## src/rtl/uart_rx.sv

```systemverilog
// uart_rx: UART receiver, 8 data bits, LSB first, one stop bit.
// Optional even parity bit after the data, enabled by defining UART_RX_PARITY_EN.
// The received-byte port is named rx_byte because "byte" is a SystemVerilog keyword.
module uart_rx #(
  parameter int CLKS_PER_BIT = 868
) (
  input  logic       clk,
  input  logic       rst,
  input  logic       rx,
  output logic [7:0] rx_byte,
  output logic       done,
  output logic       frame_err,
  output logic       parity_err,
  output logic       busy
);

  localparam int CW = $clog2(CLKS_PER_BIT) + 1;
  localparam logic [CW-1:0] LAST = CW'(CLKS_PER_BIT - 1);
  localparam logic [CW-1:0] MID  = CW'(CLKS_PER_BIT / 2 - 1);

  typedef enum logic [2:0] {
    IDLE   = 3'd0,
    START  = 3'd1,
    DATA   = 3'd2,
    PARITY = 3'd3,
    STOP   = 3'd4,
    BREAK  = 3'd5
  } state_t;

  state_t        state;
  logic [CW-1:0] cnt;
  logic [2:0]    idx;
  logic [7:0]    shift;
  logic          sync1;
  logic          rxs;

`ifdef UART_RX_PARITY_EN
  logic          par_bad;
`endif

  // Two-flop synchronizer; idles high so reset does not look like a start bit.
  always_ff @(posedge clk or posedge rst) begin
    if (rst) begin
      sync1 <= 1'b1;
      rxs   <= 1'b1;
    end else begin
      sync1 <= rx;
      rxs   <= sync1;
    end
  end

  // Receive FSM: start-bit qualification, mid-bit sampling, result pulses.
  always_ff @(posedge clk or posedge rst) begin
    if (rst) begin
      state     <= IDLE;
      cnt       <= '0;
      idx       <= 3'd0;
      shift     <= 8'h00;
      rx_byte   <= 8'h00;
      done      <= 1'b0;
      frame_err <= 1'b0;
`ifdef UART_RX_PARITY_EN
      par_bad    <= 1'b0;
      parity_err <= 1'b0;
`endif
    end else begin
      done      <= 1'b0;
      frame_err <= 1'b0;
`ifdef UART_RX_PARITY_EN
      parity_err <= 1'b0;
`endif
      case (state)
        IDLE: begin
          cnt <= '0;
          if (!rxs) begin
            state <= START;
          end
        end
        START: begin
          if (cnt == MID) begin
            cnt <= '0;
            idx <= 3'd0;
`ifdef UART_RX_PARITY_EN
            par_bad <= 1'b0;
`endif
            // A line that is already high again at mid start bit was a glitch.
            state <= rxs ? IDLE : DATA;
          end else begin
            cnt <= cnt + 1'b1;
          end
        end
        DATA: begin
          if (cnt == LAST) begin
            cnt   <= '0;
            shift <= {rxs, shift[7:1]};
            if (idx == 3'd7) begin
`ifdef UART_RX_PARITY_EN
              state <= PARITY;
`else
              state <= STOP;
`endif
            end else begin
              idx <= idx + 3'd1;
            end
          end else begin
            cnt <= cnt + 1'b1;
          end
        end
`ifdef UART_RX_PARITY_EN
        PARITY: begin
          if (cnt == LAST) begin
            cnt     <= '0;
            // Even parity: data ones plus parity bit must be even.
            par_bad <= (^shift) ^ rxs;
            state   <= STOP;
          end else begin
            cnt <= cnt + 1'b1;
          end
        end
`endif
        STOP: begin
          if (cnt == LAST) begin
            cnt <= '0;
            if (!rxs) begin
              // Low stop bit wins over any parity problem.
              frame_err <= 1'b1;
              state     <= BREAK;
`ifdef UART_RX_PARITY_EN
            end else if (par_bad) begin
              parity_err <= 1'b1;
              state      <= IDLE;
`endif
            end else begin
              rx_byte <= shift;
              done    <= 1'b1;
              state   <= IDLE;
            end
          end else begin
            cnt <= cnt + 1'b1;
          end
        end
        BREAK: begin
          cnt <= '0;
          if (rxs) begin
            state <= IDLE;
          end
        end
        default: begin
          state <= IDLE;
          cnt   <= '0;
        end
      endcase
    end
  end

`ifndef UART_RX_PARITY_EN
  assign parity_err = 1'b0;
`endif

  assign busy = (state != IDLE);

endmodule

```

## config.mk

```make
export PLATFORM = sky130hd
export DESIGN_NAME = uart_rx
export DESIGN_NICKNAME = d
export VERILOG_FILES = /design/src/rtl/uart_rx.sv
export SDC_FILE = /design/constraint.sdc
export NUM_CORES = 1
export LEC_CHECK = 0
export CAP_MARGIN = 25
export CORE_ASPECT_RATIO = 1.2
export CORE_UTILIZATION = 30
export CTS_CLUSTER_SIZE = 16
export DETAILED_ROUTE_END_ITERATION = 10
export PLACE_DENSITY_LB_ADDON = 0.25
export SETUP_SLACK_MARGIN = 0.2
export SYNTH_ARGS = -nofsm -noshare
export SYNTH_HDL_FRONTEND = slang
export SYNTH_SLANG_ARGS = --single-unit
```

## constraint.sdc

```tcl
create_clock -name clk -period 4.5 [get_ports clk]
set_clock_uncertainty 0.1 [all_clocks]
set_input_delay 0.45 -clock clk [delete_from_list [all_inputs] [get_ports clk]]
set_output_delay 0.45 -clock clk [all_outputs]
set_load 0.01 [all_outputs]
```

==> flow_summary.ini, run 1 <==
[run_status]
outcome = finished, violations left
violations = design-rule violations

[detailed_routing]
wl_per_cell_um = 12.96
vias = 1086
drt_iter0_drc = 42
vias_per_cell = 4.936
firstDrtPassIters = 7
wirelength_um = 2852
ant_nets = 0
drcViolationCount = 1

[cts]
insertion_delay_ps = 290
ctsHoldBuffers = 0
post_cts_buffers = 0
cts_resized = 0
clock_sinks = 37
htreeDepth = 2
cts_made_buffers = 5
clock-root-buffer = clkbuf_8
cts.clk_slew.worst_paths_ps = 70
cts_max_path_buffers = 2
cts_tree = built

[sta]
drv_slew = 0
finalCritPeriodShare = 0.5180
layout_setup_ws_ps = 2169
worst_slew_pin_slew_ps = 542.7
finalSetupTns_ps = 0
relSlewSlack = 0.6355
setup_violations = 0
fmax_ghz = 0.4290
rsz0062_at_grt = false
final-hold-violation-count = 0
fin_crit_ps = 2331

[logic_synthesis]
synth_area_leaders = dfrtp_1, mux2_2, xor2_1, nor2_1, dfstp_2
ys_warn_count = 0
synthTopCellsByCount = dfrtp_1, mux2_2, nor2_1
synth_edf_count = 0
yosys.area.top_type = dfrtp_1
synth_fp_nets = 149
yosysTopAreaCellShare = 0.5076
syn_inst = 142
yosysSeqAreaShare = 0.5381
avgSynthCellArea_um2 = 12.15
yosysMostFrequentCell = dfrtp_1
synth.distinct_cells = 37
postSynthRegisterBits = 37
synth_area_um2 = 1725
ys_async_sr_fraction = 1.000
ys.flop_type = dfrtp_1

[placed_design]
dp_hpwl_um = 2090
io_buffers = 13
dpl_cell_area_um2 = 1903
placed_cells = 212
gp_congestion = 0.8330
post-place-ws_ps = 2173

[final_layout]
layout.nets = 164
syn_to_final_growth_pct = 16.53
n_antenna_cell = 0
fin_util = 0.3719
finalNonFillerCells = 220
fillerInstances = 513
final_area_um2 = 2011
drive_above_1_share = 0.2152

[power_and_ir_drop]
leakage_nw = 0.9500
vdd_drop_max_mv = 0.1916
power_density_nw_per_um2 = 308.2

[die]
die_area_um2 = 6060
num_io_pins = 15
initial_core_util = 0.3191
core.rowCount = 29
core_area_um2 = 5406
die_w_um = 71.23
die_h_um = 85.08

[global_route]
grt_start_max_net_pins = 38
grt_pass1_wl_um = 4947
grt_pass1_vias = 1118
antenna_found_initial = 0
grt.total_usage = 0.1062
grt_remaining_overflow = 0

[critical_path]
crit_type = reg2reg
worst-path-max-fanout = 12
start_kind = flip-flop
required_ps = 4620
arrival_ps = 2450
endpoint_kind = flip-flop

[run]
maxCapViolCount = 0

[worst_hold_path]
hold_path.class = reg2reg
[placed cells by master (no fill, tap or decap), types with 2 or more instances in the layout]
cell type / Yosys / final
nand3_1: 4 / 4
nand4_1: 3 / 3
xnor2_1: 3 / 3
xor2_1: 7 / 7
dfrtp_1: 35 / 35
and3_1: 4 / 4
nor3b_1: 3 / 3
nand2_1: 5 / 5
mux2i_1: 3 / 3
clkbuf_8: 0 / 5
dfstp_2: 2 / 2
nor2_1: 15 / 15
o22ai_1: 2 / 2
or3b_2: 2 / 2
clkdlybuf4s50_1: 0 / 13
inv_1: 5 / 5
or3_1: 4 / 4
ha_1: 4 / 4
mux2_2: 17 / 17
[report_power, final]
part / internal (mW) / switching (mW) / total, mW
Sequential: 0.334 / 0.000949 / 0.335
Combinational: 0.00264 / 0.00734 / 0.00997
Clock: 0.164 / 0.110 / 0.275
[worst max-delay path: stages, from the launching register on]
cell	delay, ps
dfrtp_1	410
inv_1	70
ha_1	130
or3b_2	460
or3_1	400
a2bb2oi_2	470
a32o_1	240
[flip-flops by register name (all words and copies together), names as in the netlist, 3 cells and up]
register and count:
state 3, shift 8, cnt 11, idx 3, rx_byte 8
[area by class of cell]
type / count / area [um^2] / share of cell area
Clock inverter: 2 / 35.03 / 0.01742
Multi-Input combinational cell: 94 / 740.7 / 0.3684
Tap cell: 62 / 77.57 / 0.03858
Inverter: 5 / 18.77 / 0.009334
Sequential cell: 37 / 928.4 / 0.4617
Clock buffer: 6 / 72.57 / 0.03609
Timing Repair Buffer: 14 / 137.6 / 0.06845
[through the flow]
| step | hold slack (ps) | total power, mW |
|---|---|---|
| floorplan | 245.2 | 0.3479 |
| global placement | 246.5 | 0.3515 |
| detailed placement | 254.6 | 0.3520 |
| CTS | 265.4 | 0.6318 |
| global route | 269.6 | 0.6447 |
| finish | 261.2 | 0.6196 |
[path summary, 6_finish.rpt]
check,to,from,cells past startpoint,slack [ps]
setup reg to reg,state[2],cnt[1],6,2170
hold / removal,rxs,sync1,0,260
min in group asynchronous,shift[6],rst,3,470
setup / recovery,state[2],cnt[1],6,2170
hold reg to reg,rxs,sync1,0,260
max in group asynchronous,rxs,rst,3,3480
[cell families after synthesis]
family                     Yosys count  synth area share
buffers and inverters               11           0.03263
adders and majority gates            4           0.02901
xor gates and xnor gates            10           0.05076
AOI/OAI and AO/OA                    8           0.03625
other                                1          0.002173
DFF                                 37            0.5381
muxes                               20            0.1284
and+or+nand+nor                     51            0.1827
[routing by layer]
layer / global-route usage / vias to the layer above / wire length (um)
li1: - / 523 / -
met3: 0.02494 / 9 / 81
met2: 0.1905 / 22 / 1515
met5: 0 / - / 0
met4: 0.07091 / 0 / 95
met1: 0.1084 / 532 / 1160
No activity file was read; power rests on OpenSTA's default activity.
==> inputs of run 2 (changes only) <==
==> constraint.sdc (replaced) <==
create_clock -name clk -period 2.3 [get_ports clk]
set_clock_uncertainty 0.1 [all_clocks]
set_input_delay 0.23 -clock clk [delete_from_list [all_inputs] [get_ports clk]]
set_output_delay 0.23 -clock clk [all_outputs]
set_load 0.01 [all_outputs]
==> run 2 against run 1 <==
  * The run still ends with design-rule violations left
  * Fmax up 12%
  * Wire length up 8.0%
  * Die area stayed put
  * Worst setup slack worse by 1900 ps
  * Register-to-register slack worse by 1900 ps
  * Core utilization increased by 1.8 points
  * Non-clock buffer count rose by 7
  * Via count is 2.1% higher
  * Critical endpoint unchanged
==> flow_summary.ini, run 2 (synthesis gave the netlist of run 1 again) <==
[die]
die_w_um = 71.23
die_h_um = 85.08
core.rowCount = 29
die_area_um2 = 6060
initial_core_util = 0.3191
core_area_um2 = 5406
num_io_pins = 15

[detailed_routing]
ant_nets = 0
drt_iter0_drc = 46
wirelength_um = 3080
firstDrtPassIters = 7
drcViolationCount = 1
vias_per_cell = 4.885
wl_per_cell_um = 13.57
vias = 1109

[sta]
worst_slew_pin_slew_ps = 524.7
drv_slew = 0
setup_violations = 0
fmax_ghz = 0.4810
finalSetupTns_ps = 0
relSlewSlack = 0.6494
finalCritPeriodShare = 0.9039
fin_crit_ps = 2079
rsz0062_at_grt = true
layout_setup_ws_ps = 221.1
final-hold-violation-count = 0

[final_layout]
drive_above_1_share = 0.2848
n_antenna_cell = 0
syn_to_final_growth_pct = 22.19
final_area_um2 = 2108
layout.nets = 171
largest_registers = cnt (11), rx_byte (8), shift (8)
largest_reg_flops = 11
largest-register = cnt
fillerInstances = 498
final_cell_mix = dfrtp_1, mux2_2, nor2_1
mostFrequentLayoutCell = dfrtp_1

[placed_design]
io_buffers = 13
gp_congestion = 0.8740
dp_hpwl_um = 2115
post-place-ws_ps = 174.0
dpl_cell_area_um2 = 1933

[cts]
cts_tree = built
cts.clk_slew.worst_paths_ps = 70
insertion_delay_ps = 290
htreeDepth = 2
clock_sinks = 37
clock-root-buffer = clkbuf_8
ctsHoldBuffers = 0
cts_max_path_buffers = 2
cts_made_buffers = 5

[global_route]
grt_start_max_net_pins = 38
grt_remaining_overflow = 0
antenna_found_initial = 0
grt_pass1_vias = 1159
grt_pass1_wl_um = 5216
grt.total_usage = 0.1140

[critical_path]
crit_type = reg2reg
endpoint_kind = flip-flop
worst-path-max-fanout = 6
arrival_ps = 2210
start_kind = flip-flop
required_ps = 2430

[power_and_ir_drop]
power_density_nw_per_um2 = 586.9
vdd_drop_max_mv = 0.3857
total_power_mw = 1.237
leakage_nw = 0.9863

[worst_hold_path]
hold_path.class = in2async

[run_status]
violations = design-rule violations
outcome = finished, violations left

[run]
maxCapViolCount = 0
==> run 2: changes by cell type in the layout (fill, tap and decap cells not counted), moves of 2 or more <==
cell	before	now
or3_1	4	2
or3_4	0	2
dfrtp_2	0	2
buf_4	1	7
dfrtp_1	35	33
==> run 2: cell type report <==
| type | instances | area (um^2) | area share |
|---|---|---|---|
| clock buffer | 5 | 68.82 | 0.03264 |
| clock inverter | 3 | 46.29 | 0.02196 |
| sequential | 37 | 930.9 | 0.4415 |
| tap | 62 | 77.57 | 0.03680 |
| timing repair buffer | 21 | 193.9 | 0.09199 |
| multi-input combinational | 94 | 772.0 | 0.3662 |
| inverter | 5 | 18.77 | 0.008902 |
==> run 2: metrics by stage <==
| step | std cells | hold slack, ps | util |
|---|---|---|---|
| global placement | 216 | 247.4 | 0.3576 |
| floorplan | 142 | 134.5 | - |
| CTS | 226 | 240.3 | 0.3823 |
| detailed placement | 216 | 254.1 | 0.3576 |
| finish | 227 | 243.3 | 0.3900 |
| global route | 227 | 240.8 | 0.3900 |
==> run 2: layer usage <==
metal	wire length [um]	up-vias	share of wire	track usage
li1	-	536	-	-
met2	1631	17	0.53	0.2026
met5	0	-	0	0
met3	75	6	0.024	0.02613
met1	1295	550	0.42	0.1227
met4	77	0	0.025	0.06545
==> run 2: where the power goes <==
part           switching, mW  internal [mW]  total, mW
clock                  0.238          0.324      0.562
combinational         0.0148        0.00522     0.0200
sequential           0.00221          0.653      0.656
total                  0.255          0.983       1.24
==> run 2: critical path, cell delays in order (launching register included) <==
cell and delay, ps:
dfrtp_1 400, inv_1 60, ha_1 120, or3b_2 470, or3_4 410, a2bb2oi_4 160
buf_6 140, a32o_1 160
==> run 2: repair_timing <==
item | 4_1_cts | 5_1_grt
setup buffers | 2 | 0
endpoints found under the hold margin | 0 | 0
setup endpoints to repair | 9 | 24
pin swaps | 1 | 1
gates resized for setup | 1 | 8
cloned | 0 | 1
==> run 2: final timing paths <==
path	slack [ps]	endpoint	depth (start not counted)	from
setup / recovery	220	state[2]	7	cnt[1]
hold / removal	240	rx_byte[1]	3	rst
setup reg to reg	220	state[2]	7	cnt[1]
hold reg to reg	260	rxs	0	sync1
max in group asynchronous	1510	state[1]	3	rst
min in group clk	250	sync1	1	rx
